--- src/rtl/ring_osc_meter_pkg.sv ---
// Shared types and constants for ring-oscillator frequency measurement blocks.
package ring_osc_meter_pkg;

  // Measurement sequencer states (encoding appears in the status byte).
  typedef enum logic [1:0] {
    S_IDLE   = 2'd0,
    S_SETTLE = 2'd1,
    S_GATE   = 2'd2,
    S_DONE   = 2'd3
  } meter_state_t;

  // Shortest gate window is 2**GATE_BASE_LOG2 clock cycles.
  localparam int GATE_BASE_LOG2 = 8;

  // Window counter width: holds W-1 for the longest window (2**23 cycles).
  localparam int WIN_W = 24;

  // Result byte select codes.
  localparam logic [1:0] RD_B0   = 2'd0;
  localparam logic [1:0] RD_B1   = 2'd1;
  localparam logic [1:0] RD_B2   = 2'd2;
  localparam logic [1:0] RD_STAT = 2'd3;

  // Terminal value of the window down-counter for a given gate select: W-1.
  function automatic logic [WIN_W-1:0] gate_last(input logic [3:0] sel);
    return (WIN_W'(1) << (GATE_BASE_LOG2 + int'(sel))) - WIN_W'(1);
  endfunction

endpackage

--- src/rtl/osc_sync_edge.sv ---
// Two-flop synchronizer for an asynchronous input plus a rising-edge detector.
module osc_sync_edge (
  input  logic clk,
  input  logic rst_n,
  input  logic i_async,
  output logic o_rise
);

  logic r_s1;
  logic r_s2;
  logic r_s3;

  // s1/s2 resolve metastability; s3 holds the previous synchronized level.
  always_ff @(posedge clk) begin
    if (!rst_n) begin
      r_s1 <= 1'b0;
      r_s2 <= 1'b0;
      r_s3 <= 1'b0;
    end else begin
      r_s1 <= i_async;
      r_s2 <= r_s1;
      r_s3 <= r_s2;
    end
  end

  assign o_rise = r_s2 & ~r_s3;

endmodule

--- src/rtl/ring_osc_freq_meter.sv ---
// Gated rising-edge counter measuring a ring-oscillator output against clk.
// Result and status are read byte-wise through rd_sel/rd_byte.
module ring_osc_freq_meter
  import ring_osc_meter_pkg::*;
#(
  parameter int CNT_W  = 24,
  parameter int SETTLE = 4
) (
  input  logic       clk,
  input  logic       rst_n,
  input  logic       osc_in,
  input  logic       start,
  input  logic       cont,
  input  logic [3:0] gate_sel,
  input  logic [1:0] rd_sel,
  output logic [7:0] rd_byte,
  output logic       busy,
  output logic       valid,
  output logic       done,
  output logic       ovf
);

  localparam int SETTLE_W = $clog2(SETTLE);

  meter_state_t        r_state;
  meter_state_t        w_next;
  logic [3:0]          r_gsel;
  logic [SETTLE_W-1:0] r_settle_cnt;
  logic [WIN_W-1:0]    r_win;
  logic [CNT_W-1:0]    r_cnt;
  logic                r_ovf_acc;
  logic [CNT_W-1:0]    r_result;
  logic                r_ovf;
  logic                r_valid;
  logic                r_done;
  logic                w_rise;
  logic                w_busy;
  logic [CNT_W:0]      w_inc;
  logic [WIN_W-1:0]    w_res_ext;
  logic [1:0]          w_state_bits;

  // Saturating increment: returns {overflow_flag, count}; holds at all-ones.
  function automatic logic [CNT_W:0] sat_inc(input logic [CNT_W-1:0] cnt,
                                             input logic ovf_in);
    if (&cnt) return {1'b1, cnt};
    return {ovf_in, cnt + CNT_W'(1)};
  endfunction

  osc_sync_edge u_sync (
    .clk     (clk),
    .rst_n   (rst_n),
    .i_async (osc_in),
    .o_rise  (w_rise)
  );

  // State register.
  always_ff @(posedge clk) begin
    if (!rst_n) r_state <= S_IDLE;
    else        r_state <= w_next;
  end

  // Next-state logic: settle flush, gate window, one-cycle result commit.
  always_comb begin
    w_next = r_state;
    case (r_state)
      S_IDLE:   if (start) w_next = S_SETTLE;
      S_SETTLE: if (r_settle_cnt == '0) w_next = S_GATE;
      S_GATE:   if (r_win == '0) w_next = S_DONE;
      S_DONE:   w_next = cont ? S_SETTLE : S_IDLE;
      default:  w_next = S_IDLE;
    endcase
  end

  assign w_inc = sat_inc(r_cnt, r_ovf_acc);

  // Counters, latched gate select and result registers, sequenced by state.
  always_ff @(posedge clk) begin
    if (!rst_n) begin
      r_gsel       <= '0;
      r_settle_cnt <= '0;
      r_win        <= '0;
      r_cnt        <= '0;
      r_ovf_acc    <= 1'b0;
      r_result     <= '0;
      r_ovf        <= 1'b0;
      r_valid      <= 1'b0;
      r_done       <= 1'b0;
    end else begin
      r_done <= 1'b0;
      case (r_state)
        S_IDLE: begin
          if (start) begin
            r_gsel       <= gate_sel;
            r_cnt        <= '0;
            r_ovf_acc    <= 1'b0;
            r_valid      <= 1'b0;
            r_settle_cnt <= SETTLE_W'(SETTLE - 1);
          end
        end
        S_SETTLE: begin
          if (r_settle_cnt == '0) r_win <= gate_last(r_gsel);
          else                    r_settle_cnt <= r_settle_cnt - SETTLE_W'(1);
        end
        S_GATE: begin
          if (w_rise) begin
            r_ovf_acc <= w_inc[CNT_W];
            r_cnt     <= w_inc[CNT_W-1:0];
          end
          if (r_win != '0) r_win <= r_win - WIN_W'(1);
        end
        S_DONE: begin
          r_result <= r_cnt;
          r_ovf    <= r_ovf_acc;
          r_valid  <= 1'b1;
          r_done   <= 1'b1;
          if (cont) begin
            r_cnt        <= '0;
            r_ovf_acc    <= 1'b0;
            r_settle_cnt <= SETTLE_W'(SETTLE - 1);
          end
        end
        default: ;
      endcase
    end
  end

  assign w_busy       = (r_state == S_SETTLE) || (r_state == S_GATE);
  assign w_res_ext    = WIN_W'(r_result);
  assign w_state_bits = r_state;

  // Read mux: result bytes (zero above CNT_W) or the status byte.
  always_comb begin
    rd_byte = 8'h00;
    case (rd_sel)
      RD_B0:   rd_byte = w_res_ext[7:0];
      RD_B1:   rd_byte = w_res_ext[15:8];
      RD_B2:   rd_byte = w_res_ext[23:16];
      RD_STAT: rd_byte = {r_ovf, w_busy, r_valid, cont, w_state_bits, 2'b00};
      default: rd_byte = 8'h00;
    endcase
  end

  assign busy  = w_busy;
  assign valid = r_valid;
  assign done  = r_done;
  assign ovf   = r_ovf;

endmodule

--- config.mk ---
export PLATFORM = sky130hd
export DESIGN_NAME = ring_osc_freq_meter
export DESIGN_NICKNAME = d
export VERILOG_FILES = /design/src/rtl/ring_osc_meter_pkg.sv /design/src/rtl/osc_sync_edge.sv /design/src/rtl/ring_osc_freq_meter.sv
export SDC_FILE = /design/constraint.sdc
export NUM_CORES = 1
export LEC_CHECK = 0
export ABC_CLOCK_PERIOD_IN_PS = 5000
export BUFFER_PORTS_ARGS = -buffer_cell sky130_fd_sc_hd__buf_4
export CORE_MARGIN = 2
export CORE_UTILIZATION = 65
export CTS_BUF_LIST = sky130_fd_sc_hd__clkbuf_8 sky130_fd_sc_hd__clkbuf_16
export DETAILED_ROUTE_END_ITERATION = 16
export GPL_ROUTABILITY_DRIVEN = 0
export GPL_TIMING_DRIVEN = 0
export MAX_ROUTING_LAYER = met4
export PLACE_DENSITY = 0.81
export SLEW_MARGIN = 20
export SYNTH_ARGS = -nofsm -noshare
export SYNTH_HDL_FRONTEND = slang
export SYNTH_HIERARCHICAL = 1
export SYNTH_SLANG_ARGS = --single-unit
--- constraint.sdc ---
create_clock -name clk -period 5 [get_ports clk]
set_input_delay 0.5 -clock clk [delete_from_list [all_inputs] [get_ports clk]]
set_output_delay 0.5 -clock clk [all_outputs]
set_load 0.05 [all_outputs]
==> results of run 1 <==
==> worst paths after layout <==
| path | start | endpoint |
|---|---|---|
| setup / recovery | r_state[0] | r_cnt[16] |
| hold / removal | osc_in | u_sync/r_s1 |
| hold reg to reg | u_sync/r_s1 | u_sync/r_s2 |
| setup reg to reg | r_state[0] | r_cnt[16] |
==> layout by cell type (no fill, tap or decap), types with 14 or more instances in the layout <==
| cell type | netlist | final |
|---|---|---|
| o21ai_0 | 18 | 18 |
| clkbuf_1 | 31 | 31 |
| nor2_1 | 54 | 54 |
| nand4_1 | 14 | 14 |
| mux2i_1 | 31 | 31 |
| nand2_1 | 37 | 37 |
| buf_4 | 0 | 20 |
| o31ai_1 | 14 | 14 |
| a21oi_1 | 53 | 53 |
| or4_1 | 14 | 14 |
| inv_1 | 14 | 14 |
| nand3_1 | 24 | 24 |
| dfxtp_1 | 87 | 87 |
==> area by class of cell <==
| type | count | area [µm²] |
|---|---|---|
| Multi-Input combinational cell | 396 | 2600 |
| Sequential cell | 87 | 1742 |
| Fill cell | 510 | 1738 |
| Timing Repair Buffer | 20 | 150.1 |
| Buffer | 37 | 143.9 |
| Clock buffer | 9 | 123.9 |
| Clock inverter | 7 | 102.6 |
| Tap cell | 80 | 100.1 |
| Inverter | 15 | 56.30 |
==> routing by layer <==
layer	up-vias	track usage, %
li1	2042	-
met1	2025	38.48
met2	186	57.78
met3	48	6.445
met4	0	14.13
met5	-	-
==> stage by stage <==
stage,cells,hold slack [ns],worst slack [ns],util (%),instance area [µm²]
2_1_floorplan,535,0.4057,2.436,-,4534
3_3_place_gp,635,0.4086,1.802,70.81,4785
3_5_place_dp,635,0.4385,1.746,70.81,4785
4_1_cts,651,0.3472,1.708,74.17,5011
5_1_grt,651,0.3481,1.724,74.28,5019
6_report,651,0.3493,1.876,74.28,5019
==> logic make-up after synthesis <==
| group | Yosys count | synth area share, % |
|---|---|---|
| muxes | 38 | 10.07 |
| AOI/OAI and AO/OA | 133 | 18.60 |
| xor gates and xnor gates | 10 | 1.932 |
| DFF | 87 | 38.41 |
| and+or+nand+nor | 207 | 24.37 |
| adders and majority gates | 8 | 2.208 |
| buffers and inverters | 52 | 4.415 |
==> state kept, by name (all words and copies together) (netlist names) <==
name / cells
done: 1
ovf: 1
r_cnt: 24
r_gsel: 4
r_ovf_acc: 1
r_result: 24
r_settle_cnt: 2
r_state: 2
r_win: 24
u_sync/r_s1: 1
u_sync/r_s2: 1
u_sync/r_s3: 1
valid: 1
==> power groups by stage <==
stage               sequential (W)  clock (W)  combinational (W)
detailed placement        0.000850          0            0.00122
finish                    0.000837   0.000558            0.00126
floorplan                 0.000835          0           0.000947
global placement          0.000846          0            0.00120
CTS                       0.000834   0.000563            0.00123
global route              0.000847   0.000588            0.00137
==> out/results.ini, run 1 <==
[power]
leakage_nw = 1.727
fin_total_pwr_w = 0.002657
sw_frac_of_total_pct = 44.16
vdd_drop_max_mv = 0.4565
clkPwrFrac_pct = 21.0
p_int_w = 0.001484
switchingPower_w = 0.001173
p_per_area_nw_per_um2 = 529.5
combPwrFrac_pct = 47.5
seq_power_share_pct = 31.5

[worst_setup_path]
path_buf_inv = 3
cp.required_ns = 5.26
cp_common_cell = clkbuf_1
cpMaxStageDelayCell = nor4_1
slowest_delay_ns = 0.66
critical_path.startpoint_type = register
cp_cell_sequence = inv_1 > ha_1 > clkbuf_1 > nor2b_1 > or4_1 > clkbuf_1 > nor4_1 > a211oi_1 > a31o_2
path_max_fanout = 8
arrival_ns = 3.38
crit_family = simple AND/OR/NAND/NOR gates
crit_path_end_kind = register
reg2reg_slack_ns = 1.88
path_class = reg2reg
r2r_cells = 9
cp.depth = 9

[cts]
cts_sinks = 87
clk_path_buf_depth = 2
cts_tree = built
cts-root-buf = clkbuf_8
htree_num_levels = 3
clock_latency_ns = 0.37
cts_made_buffers = 9
clkTransAtPathRegs_ns = 0.09
post_cts_resized = 0
cts_setup_buffers = 0
cts_hold_buffers = 0

[finish]
diodes = 0
final_layout_size_suffix_gt1_share_pct = 11.73
nNetsFinal = 585
area_growth_syn_to_layout_pct = 10.68

[global_routing]
grt_pass1_wl_um = 19420
grt_usage_pct = 33.75
grt_max_degree = 17
overflow = 0
first_global_vias = 4048
antenna_found_initial = 0

[detailed_routing]
routed-wl-met3_um = 707
wl_met1_um = 4909
first_iter_violations = 380
top_layer = met4
wl_um = 12140
dr.pass1.iters = 5
dr_total_vias = 4301
drc = 0
wl_met2_um = 6055
postRouteAntennaNets = 0
wl_per_cell_um = 18.65
avgViaCountPerCell = 6.607

[yosys]
synth-seq-cells = 87
post-synth-top-count-cell = dfxtp_1
synthTopCellsByArea = dfxtp_1 38%, mux2i_1 6.8%, a21oi_1 5.8%
ys_warn_count = 6
synth-main-ff-cell = dfxtp_1
synth_edf_count = 0
synth_top_cell_by_area = dfxtp_1
seq_area_frac_synth_pct = 38.41
synth_nets = 554
netlist_instances = 535
ys_top_cells_by_count = 87 x dfxtp_1, 54 x nor2_1, 53 x a21oi_1, 37 x nand2_1
synth.distinct_cells = 55
yosysTopAreaCellShare_pct = 38.41
async_flop_share_pct = 0
synth_area_per_cell_um2 = 8.475
syn-cell-area_um2 = 4534

[sta]
maxSlewViolCount = 0
fin_crit_sh_pct = 62.47
setup_violations = 0
finClkSkew_ns = 0.01166
fin_setup_tns_ns = 0
post-route-min-period_ns = 3.124
max_freq_ghz = 0.3201
rsz0062_at_grt = false
worstMarginPinSlew_ns = 0.7863
hold_violations = 0
slew_headroom_pct = 47.01

[floorplanning]
die_area_um2 = 7660
fp.dieW_um = 87.52
core_area_um2 = 6756
start_util_pct = 67.11
fp-row-count = 30
fp.dieH_um = 87.52
ios = 23

[worst_hold_path]
min_path_cells = 2
hp-class = in2reg

[outcome]
outcome = finished clean

[job]
maxCapViolCount = 0

[placed_design]
io_buffers = 20
dp_hpwl_um = 8627

Note: power is estimated with default switching activity, not from simulation.
==> inputs of run 2 (changes only) <==
--- a/config.mk
+++ b/config.mk
@@ -5,16 +5,16 @@
 export SDC_FILE = /design/constraint.sdc
 export NUM_CORES = 1
 export LEC_CHECK = 0
-export ABC_CLOCK_PERIOD_IN_PS = 5000
+export ABC_CLOCK_PERIOD_IN_PS = 3200
 export BUFFER_PORTS_ARGS = -buffer_cell sky130_fd_sc_hd__buf_4
 export CORE_MARGIN = 2
-export CORE_UTILIZATION = 65
+export CORE_UTILIZATION = 61
 export CTS_BUF_LIST = sky130_fd_sc_hd__clkbuf_8 sky130_fd_sc_hd__clkbuf_16
 export DETAILED_ROUTE_END_ITERATION = 16
 export GPL_ROUTABILITY_DRIVEN = 0
 export GPL_TIMING_DRIVEN = 0
 export MAX_ROUTING_LAYER = met4
-export PLACE_DENSITY = 0.81
+export PLACE_DENSITY = 0.76
 export SLEW_MARGIN = 20
 export SYNTH_ARGS = -nofsm -noshare
 export SYNTH_HDL_FRONTEND = slang
==> constraint.sdc (replaced) <==
create_clock -name clk -period 3.2 [get_ports clk]
set_input_delay 0.32 -clock clk [delete_from_list [all_inputs] [get_ports clk]]
set_output_delay 0.32 -clock clk [all_outputs]
set_load 0.05 [all_outputs]
==> out/results.ini, run 2 (same netlist as run 1, synthesis figures left out) <==
[worst_setup_path]
r2r-end = r_cnt[20]  ; was r_cnt[16]
startpoint = r_state[1]  ; was r_state[0]
critical_path.startpoint_type = register  ; unchanged
cp.depth = 9  ; unchanged
cpMaxStageDelayCell = or4_1  ; was nor4_1
path_max_fanout = 8  ; unchanged
path_class = reg2reg  ; unchanged
slowest_delay_ns = 0.60  ; was 0.66 ns
reg2reg_slack_ns = 0.16  ; was 1.88 ns
cp_common_cell = clkbuf_1  ; unchanged
timing.critical_path.to = r_cnt[20]  ; was r_cnt[16]
crit_path_end_kind = register  ; unchanged
path_buf_inv = 3  ; unchanged
crit_family = compound AO/OA/AOI/OAI gates  ; was simple AND/OR/NAND/NOR gates
r2r_cells = 9  ; unchanged
r2r_start = r_state[1]  ; was r_state[0]
cp.required_ns = 3.47  ; was 5.26 ns
cp_cell_sequence = inv_1 > ha_1 > clkbuf_1 > nor2b_1 > or4_1 > clkbuf_1 > a21oi_1 > a41oi_1 > a211oi_1  ; was inv_1 > ha_1 > clkbuf_1 > nor2b_1 > or4_1 > clkbuf_1 > nor4_1 > a211oi_1 > a31o_2
arrival_ns = 3.32  ; was 3.38 ns

[detailed_routing]
avgViaCountPerCell = 6.379  ; was 6.607
drc = 0  ; unchanged
first_iter_violations = 355  ; was 380
dr.pass1.iters = 5  ; unchanged
postRouteAntennaNets = 0  ; unchanged
dr_total_vias = 4274  ; was 4301
wl_per_cell_um = 18.01  ; was 18.65 µm
wl_um = 12070  ; was 12140 µm

[placed_design]
dp_hpwl_um = 8724  ; was 8627 µm
io_buffers = 20  ; unchanged
dp_worst_setup_slack_ns = 0.002729  ; was 1.746 ns
placed_cells = 654  ; was 635

[floorplanning]
core_area_um2 = 7214  ; was 6756 µm²
ios = 23  ; unchanged
fp.dieW_um = 90.22  ; was 87.52 µm
die_area_um2 = 8139  ; was 7660 µm²
fp.dieH_um = 90.22  ; was 87.52 µm
fp-row-count = 31  ; was 30
start_util_pct = 62.85  ; was 67.11%

[finish]
mostFrequentLayoutCells = 87 x dfxtp_1, 54 x nor2_1, 53 x a21oi_1  ; unchanged
finalNonFillerCells = 670  ; was 651
largest_registers = r_cnt x24, r_result x24, r_win x24  ; unchanged
diodes = 0  ; unchanged
final_common_cell = dfxtp_1  ; unchanged
area_growth_syn_to_layout_pct = 10.71  ; was 10.68%
nNetsFinal = 585  ; unchanged
final_layout_size_suffix_gt1_share_pct = 11.91  ; was 11.73%

[cts]
cts_tree = built  ; unchanged
cts_made_buffers = 9  ; unchanged
cts-root-buf = clkbuf_8  ; unchanged
cts_sinks = 87  ; unchanged
clk_path_buf_depth = 2  ; unchanged
htree_num_levels = 3  ; unchanged
clkTransAtPathRegs_ns = 0.08  ; was 0.09 ns
cts_hold_buffers = 0  ; unchanged
clock_latency_ns = 0.36  ; was 0.37 ns

[sta]
rsz0062_at_grt = false  ; unchanged
hold_violations = 0  ; unchanged
slew_headroom_pct = 50.12  ; was 47.01%
whs_ns = 0.1725  ; was 0.3493 ns
post-route-min-period_ns = 3.044  ; was 3.124 ns
fin_ws_ns = 0.1564  ; was 1.876 ns
maxSlewViolCount = 0  ; unchanged
max_freq_ghz = 0.3286  ; was 0.3201 GHz
fin_setup_tns_ns = 0  ; unchanged
fin_crit_sh_pct = 95.11  ; was 62.47%
setup_violations = 0  ; unchanged
worstMarginPinSlew_ns = 0.7420  ; was 0.7863 ns
finClkSkew_ns = 0.01337  ; was 0.01166 ns

[global_routing]
antenna_found_initial = 0  ; unchanged
grt_usage_pct = 31.28  ; was 33.75%
grt_max_degree = 14  ; was 17
first_global_vias = 3927  ; was 4048
grt_pass1_wl_um = 19860  ; was 19420 µm
overflow = 0  ; unchanged

[power]
p_per_area_nw_per_um2 = 811.5  ; was 529.5 nW/µm²
vdd_drop_max_mv = 0.6797  ; was 0.4565 mV
leakage_nw = 1.728  ; was 1.727 nW

[job]
maxCapViolCount = 0  ; unchanged

[outcome]
outcome = finished clean  ; unchanged

[worst_hold_path]
hp-class = in2reg  ; unchanged

-- run 2: power breakdown --
group | switching, W | internal [W] | leakage, nW | total (W)
Sequential | 0.000108 | 0.00120 | 0.704 | 0.00131
Clock | 0.000388 | 0.000373 | 0.108 | 0.000761
Combinational | 0.00134 | 0.000672 | 0.915 | 0.00201
-- run 2: through the flow --
step	total power [W]	utilization, %	cell area [µm²]
floorplan	0.002784	-	4534
global placement	0.003226	66.65	4808
detailed placement	0.003276	66.65	4808
CTS	0.004036	69.39	5006
global route	0.004292	69.58	5020
finish	0.004074	69.58	5020
-- run 2: worst min-delay path by stage --
stage | endpoint | from | cells past startpoint
after detailed placement | u_sync/r_s2 | u_sync/r_s1 | 1
after global routing | u_sync/r_s1 | osc_in | 2
after floorplan | u_sync/r_s2 | u_sync/r_s1 | 1
final | u_sync/r_s1 | osc_in | 2
after global placement | u_sync/r_s2 | u_sync/r_s1 | 1
after CTS | u_sync/r_s1 | osc_in | 2
-- run 2: timing repair --
action                     in CTS  in global routing
pin swaps                       0                  0
setup buffers                   0                  0
gates resized for setup         1                  4
setup endpoints to repair      10                 12
-- run 2: layout make-up --
| class | instances | area (µm²) |
|---|---|---|
| clock buffers | 10 | 137.6 |
| repair buffers | 20 | 150.1 |
| clock inverters | 6 | 52.55 |
| fillers | 603 | 2195 |
| flip-flops and latches | 87 | 1742 |
| plain buffers | 37 | 145.1 |
| well taps | 99 | 123.9 |
| inverters | 15 | 56.30 |
| multi-input cells | 396 | 2613 |
-- run 2: worst register-to-register path, delay by kind of cell, from the launching register on --
kind | cells | cell delay [ns]
adder cells (fa/ha/maj) | 1 | 0.18
buffers and inverters | 3 | 0.51
AND/OR/NAND/NOR | 2 | 0.87
flip-flops | 1 | 0.44
AO/OA/AOI/OAI | 3 | 0.96
-- run 2: layer usage --
metal  up-vias  GRT usage (%)  wire [µm]
li1       2041              -          -
met1      2018          39.21       5060
met2       182          51.19       5848
met3        33          4.526        818
met4         0          12.56        338
met5         -              -          0
==> inputs of run 3 (changes only) <==
--- a/config.mk
+++ b/config.mk
@@ -5,16 +5,17 @@
 export SDC_FILE = /design/constraint.sdc
 export NUM_CORES = 1
 export LEC_CHECK = 0
+export ABC_AREA = 1
 export ABC_CLOCK_PERIOD_IN_PS = 3200
 export BUFFER_PORTS_ARGS = -buffer_cell sky130_fd_sc_hd__buf_4
 export CORE_MARGIN = 2
-export CORE_UTILIZATION = 61
+export CORE_UTILIZATION = 62
 export CTS_BUF_LIST = sky130_fd_sc_hd__clkbuf_8 sky130_fd_sc_hd__clkbuf_16
 export DETAILED_ROUTE_END_ITERATION = 16
 export GPL_ROUTABILITY_DRIVEN = 0
 export GPL_TIMING_DRIVEN = 0
 export MAX_ROUTING_LAYER = met4
-export PLACE_DENSITY = 0.76
+export PLACE_DENSITY = 0.77
 export SLEW_MARGIN = 20
 export SYNTH_ARGS = -nofsm -noshare
 export SYNTH_HDL_FRONTEND = slang
==> out/results.ini, run 3 <==
[sta]
maxSlewViolCount = 0  ; unchanged
rsz0062_at_grt = false  ; unchanged
max_freq_ghz = 0.4337  ; was 0.3286 GHz
slew_headroom_pct = 59.88  ; was 50.12%
hold_violations = 0  ; unchanged
post-route-min-period_ns = 2.306  ; was 3.044 ns
setup_violations = 0  ; unchanged
worstMarginPinSlew_ns = 0.6019  ; was 0.7420 ns
fin_crit_sh_pct = 72.06  ; was 95.11%
finClkSkew_ns = 0.01396  ; was 0.01337 ns
fin_setup_tns_ns = 0  ; unchanged

[worst_setup_path]
r2r-end = r_cnt[12]  ; was r_cnt[20]
cpMaxStageDelayCell = dfxtp_1  ; was or4_1
cp_cell_sequence = inv_1 > ha_1 > buf_2 > inv_2 > o21ai_2 > nor2_4 > nand2_4 > nand2_2 > inv_2 > buf_2 > o21ai_1 > a21oi_1  ; was inv_1 > ha_1 > clkbuf_1 > nor2b_1 > or4_1 > clkbuf_1 > a21oi_1 > a41oi_1 > a211oi_1
crit_path_end_kind = register  ; unchanged
path_max_fanout = 10  ; was 8
startpoint = r_state[0]  ; was r_state[1]
r2r_start = r_state[0]  ; was r_state[1]
path_buf_inv = 5  ; was 3
r2r_cells = 12  ; was 9
reg2reg_slack_ns = 0.89  ; was 0.16 ns
arrival_ns = 2.56  ; was 3.32 ns
slowest_delay_ns = 0.45  ; was 0.60 ns
cp.required_ns = 3.45  ; was 3.47 ns
critical_path.startpoint_type = register  ; unchanged
path_class = reg2reg  ; unchanged
crit_family = buffers and inverters  ; was compound AO/OA/AOI/OAI gates

[finish]
largest_registers = r_cnt x24, r_result x24, r_win x24  ; unchanged
nNetsFinal = 846  ; was 585
final_core_util_pct = 70.51  ; was 69.58%
final_layout_size_suffix_gt1_share_pct = 9.736  ; was 11.91%
mostFrequentLayoutCells = 220 x nand2_1, 119 x nor2_1, 91 x inv_1  ; was 87 x dfxtp_1, 54 x nor2_1, 53 x a21oi_1
diodes = 0  ; unchanged
area_growth_syn_to_layout_pct = 10.00  ; was 10.71%
final_common_cell = nand2_1  ; was dfxtp_1

[floorplanning]
fp.dieW_um = 93.61  ; was 90.22 µm
ios = 23  ; unchanged
fp-row-count = 32  ; was 31
core_area_um2 = 7767  ; was 7214 µm²
fp.dieH_um = 93.61  ; was 90.22 µm
die_area_um2 = 8763  ; was 8139 µm²
start_util_pct = 64.09  ; was 62.85%

[yosys]
synth_area_per_cell_um2 = 6.270  ; was 8.475 µm²
async_flop_share_pct = 0  ; unchanged
synth_top_cell_by_area = dfxtp_1  ; unchanged
synth_nets = 813  ; was 554
synthTopCellsByArea = dfxtp_1 35%, nand2_1 17%, nor2_1 9.0%  ; was dfxtp_1 38%, mux2i_1 6.8%, a21oi_1 5.8%
synth.distinct_cells = 40  ; was 55
ys_warn_count = 6  ; unchanged
syn-cell-area_um2 = 4979  ; was 4534 µm²
post-synth-top-count-cell = nand2_1  ; was dfxtp_1
yosysTopAreaCellShare_pct = 34.98  ; was 38.41%
netlist_instances = 794  ; was 535
synth-seq-cells = 87  ; unchanged
seq_area_frac_synth_pct = 34.98  ; was 38.41%
synth_edf_count = 0  ; unchanged
synth-main-ff-cell = dfxtp_1  ; unchanged
ys_top_cells_by_count = 220 x nand2_1, 119 x nor2_1, 90 x inv_1, 87 x dfxtp_1, 64 x a21oi_1  ; was 87 x dfxtp_1, 54 x nor2_1, 53 x a21oi_1, 37 x nand2_1

[global_routing]
antenna_found_initial = 0  ; unchanged
grt_max_degree = 16  ; was 14
grt_pass1_wl_um = 22190  ; was 19860 µm
grt_usage_pct = 33.20  ; was 31.28%
first_global_vias = 4959  ; was 3927
overflow = 0  ; unchanged

[placed_design]
dp_hpwl_um = 10160  ; was 8724 µm
io_buffers = 22  ; was 20

[power]
leakage_nw = 2.451  ; was 1.728 nW
p_per_area_nw_per_um2 = 858.0  ; was 811.5 nW/µm²
vdd_drop_max_mv = 0.3525  ; was 0.6797 mV

[detailed_routing]
first_iter_violations = 319  ; was 355
wl_um = 13650  ; was 12070 µm
wl_per_cell_um = 14.61  ; was 18.01 µm
postRouteAntennaNets = 0  ; unchanged
dr.pass1.iters = 6  ; was 5
drc = 0  ; unchanged
avgViaCountPerCell = 5.517  ; was 6.379
dr_total_vias = 5153  ; was 4274

[job]
maxCapViolCount = 0  ; unchanged

[worst_hold_path]
min_path_cells = 3  ; was 2
hold_path_startpoint = osc_in  ; unchanged
hp-class = in2reg  ; unchanged
min_to = u_sync/r_s1  ; unchanged

[cts]
cts_hold_buffers = 0  ; unchanged
htree_num_levels = 3  ; unchanged
clkTransAtPathRegs_ns = 0.10  ; was 0.08 ns
post_cts_resized = 0  ; was 1
cts_sinks = 87  ; unchanged
cts_made_buffers = 9  ; unchanged
clock_latency_ns = 0.37  ; was 0.36 ns
cts_setup_buffers = 0  ; unchanged
cts-root-buf = clkbuf_8  ; unchanged
clk_path_buf_depth = 2  ; unchanged
cts_tree = built  ; unchanged

[outcome]
outcome = finished clean  ; unchanged

run 3: cell types whose count changed in the layout (fill, tap and decap cells not counted), sizes merged, moves of 9 or more:
cell    delta
nand2    +191
clkbuf    -20
a21oi     +13
o31ai     -13
nand3     +40
nor4       -9
or3       -10
o21ai     +31
or4       -15
buf       +10
inv       +83
nor2      +74
mux2i     -31
run 3: final cells by class:
class                      instances  area, µm²
multi-input combinational        586       2743
fill                             724       2291
timing repair buffer              22      165.2
tap                              102      127.6
clock inverter                     6      67.56
clock buffer                      10      137.6
inverter                          96      360.3
sequential                        87       1742
buffer                            25      133.9
run 3: logic make-up (layout without fill, tap and decap cells):
kind of cell | Yosys count | after routing | share of synthesized area [%]
and+or+nand+nor | 450 | 450 | 39.16
buffers and inverters | 121 | 159 | 9.927
DFF | 87 | 87 | 34.98
adders and majority gates | 8 | 8 | 2.011
xor gates and xnor gates | 3 | 3 | 0.5279
AOI/OAI and AO/OA | 125 | 125 | 13.40
run 3: metal layers:
metal  vias to the layer above  GRT usage [%]  routed length (µm)  part of all wire (%)
met1                      2339          36.70                5671                    42
met2                       171          58.39                6656                    49
met4                         0          18.72                 639                   4.7
li1                       2595              -                   -                     -
met3                        48          3.465                 679                   5.0
met5                         -              -                   0                     0
run 3: worst max path at each step:
stage	to	slack, ns	depth (start not counted)
after floorplan	rd_byte[6]	1.27	4
after global placement	r_cnt[18]	1.03	12
after CTS	r_cnt[18]	0.92	12
after global routing	r_cnt[12]	0.70	12
after detailed placement	r_cnt[18]	0.96	12
final	r_cnt[12]	0.89	12
run 3: where the power goes:
| group | internal [W] | total, W | switching, W |
|---|---|---|---|
| clock | 0.000390 | 0.000820 | 0.000430 |
| combinational | 0.000784 | 0.00247 | 0.00169 |
| sequential | 0.00126 | 0.00141 | 0.000149 |
| total | 0.00243 | 0.00470 | 0.00227 |
run 3: tightest hold or removal path, delay by kind of cell:
kind / cells / cell delay, ns
buf+inv: 2 / 0.13
simple gates: 1 / 0.04
run 3: per-stage QoR:
| step | power, W | hold slack (ns) | worst slack [ns] | instance area (µm²) | std cells |
|---|---|---|---|---|---|
| floorplan | 0.003247 | 0.3856 | 1.269 | 4979 | 794 |
| global placement | 0.003778 | 0.3868 | 1.033 | 5271 | 918 |
| detailed placement | 0.003857 | 0.4017 | 0.9617 | 5271 | 918 |
| CTS | 0.004661 | 0.1469 | 0.9228 | 5477 | 934 |
| global route | 0.005036 | 0.1518 | 0.6971 | 5477 | 934 |
| finish | 0.004699 | 0.1541 | 0.8942 | 5477 | 934 |
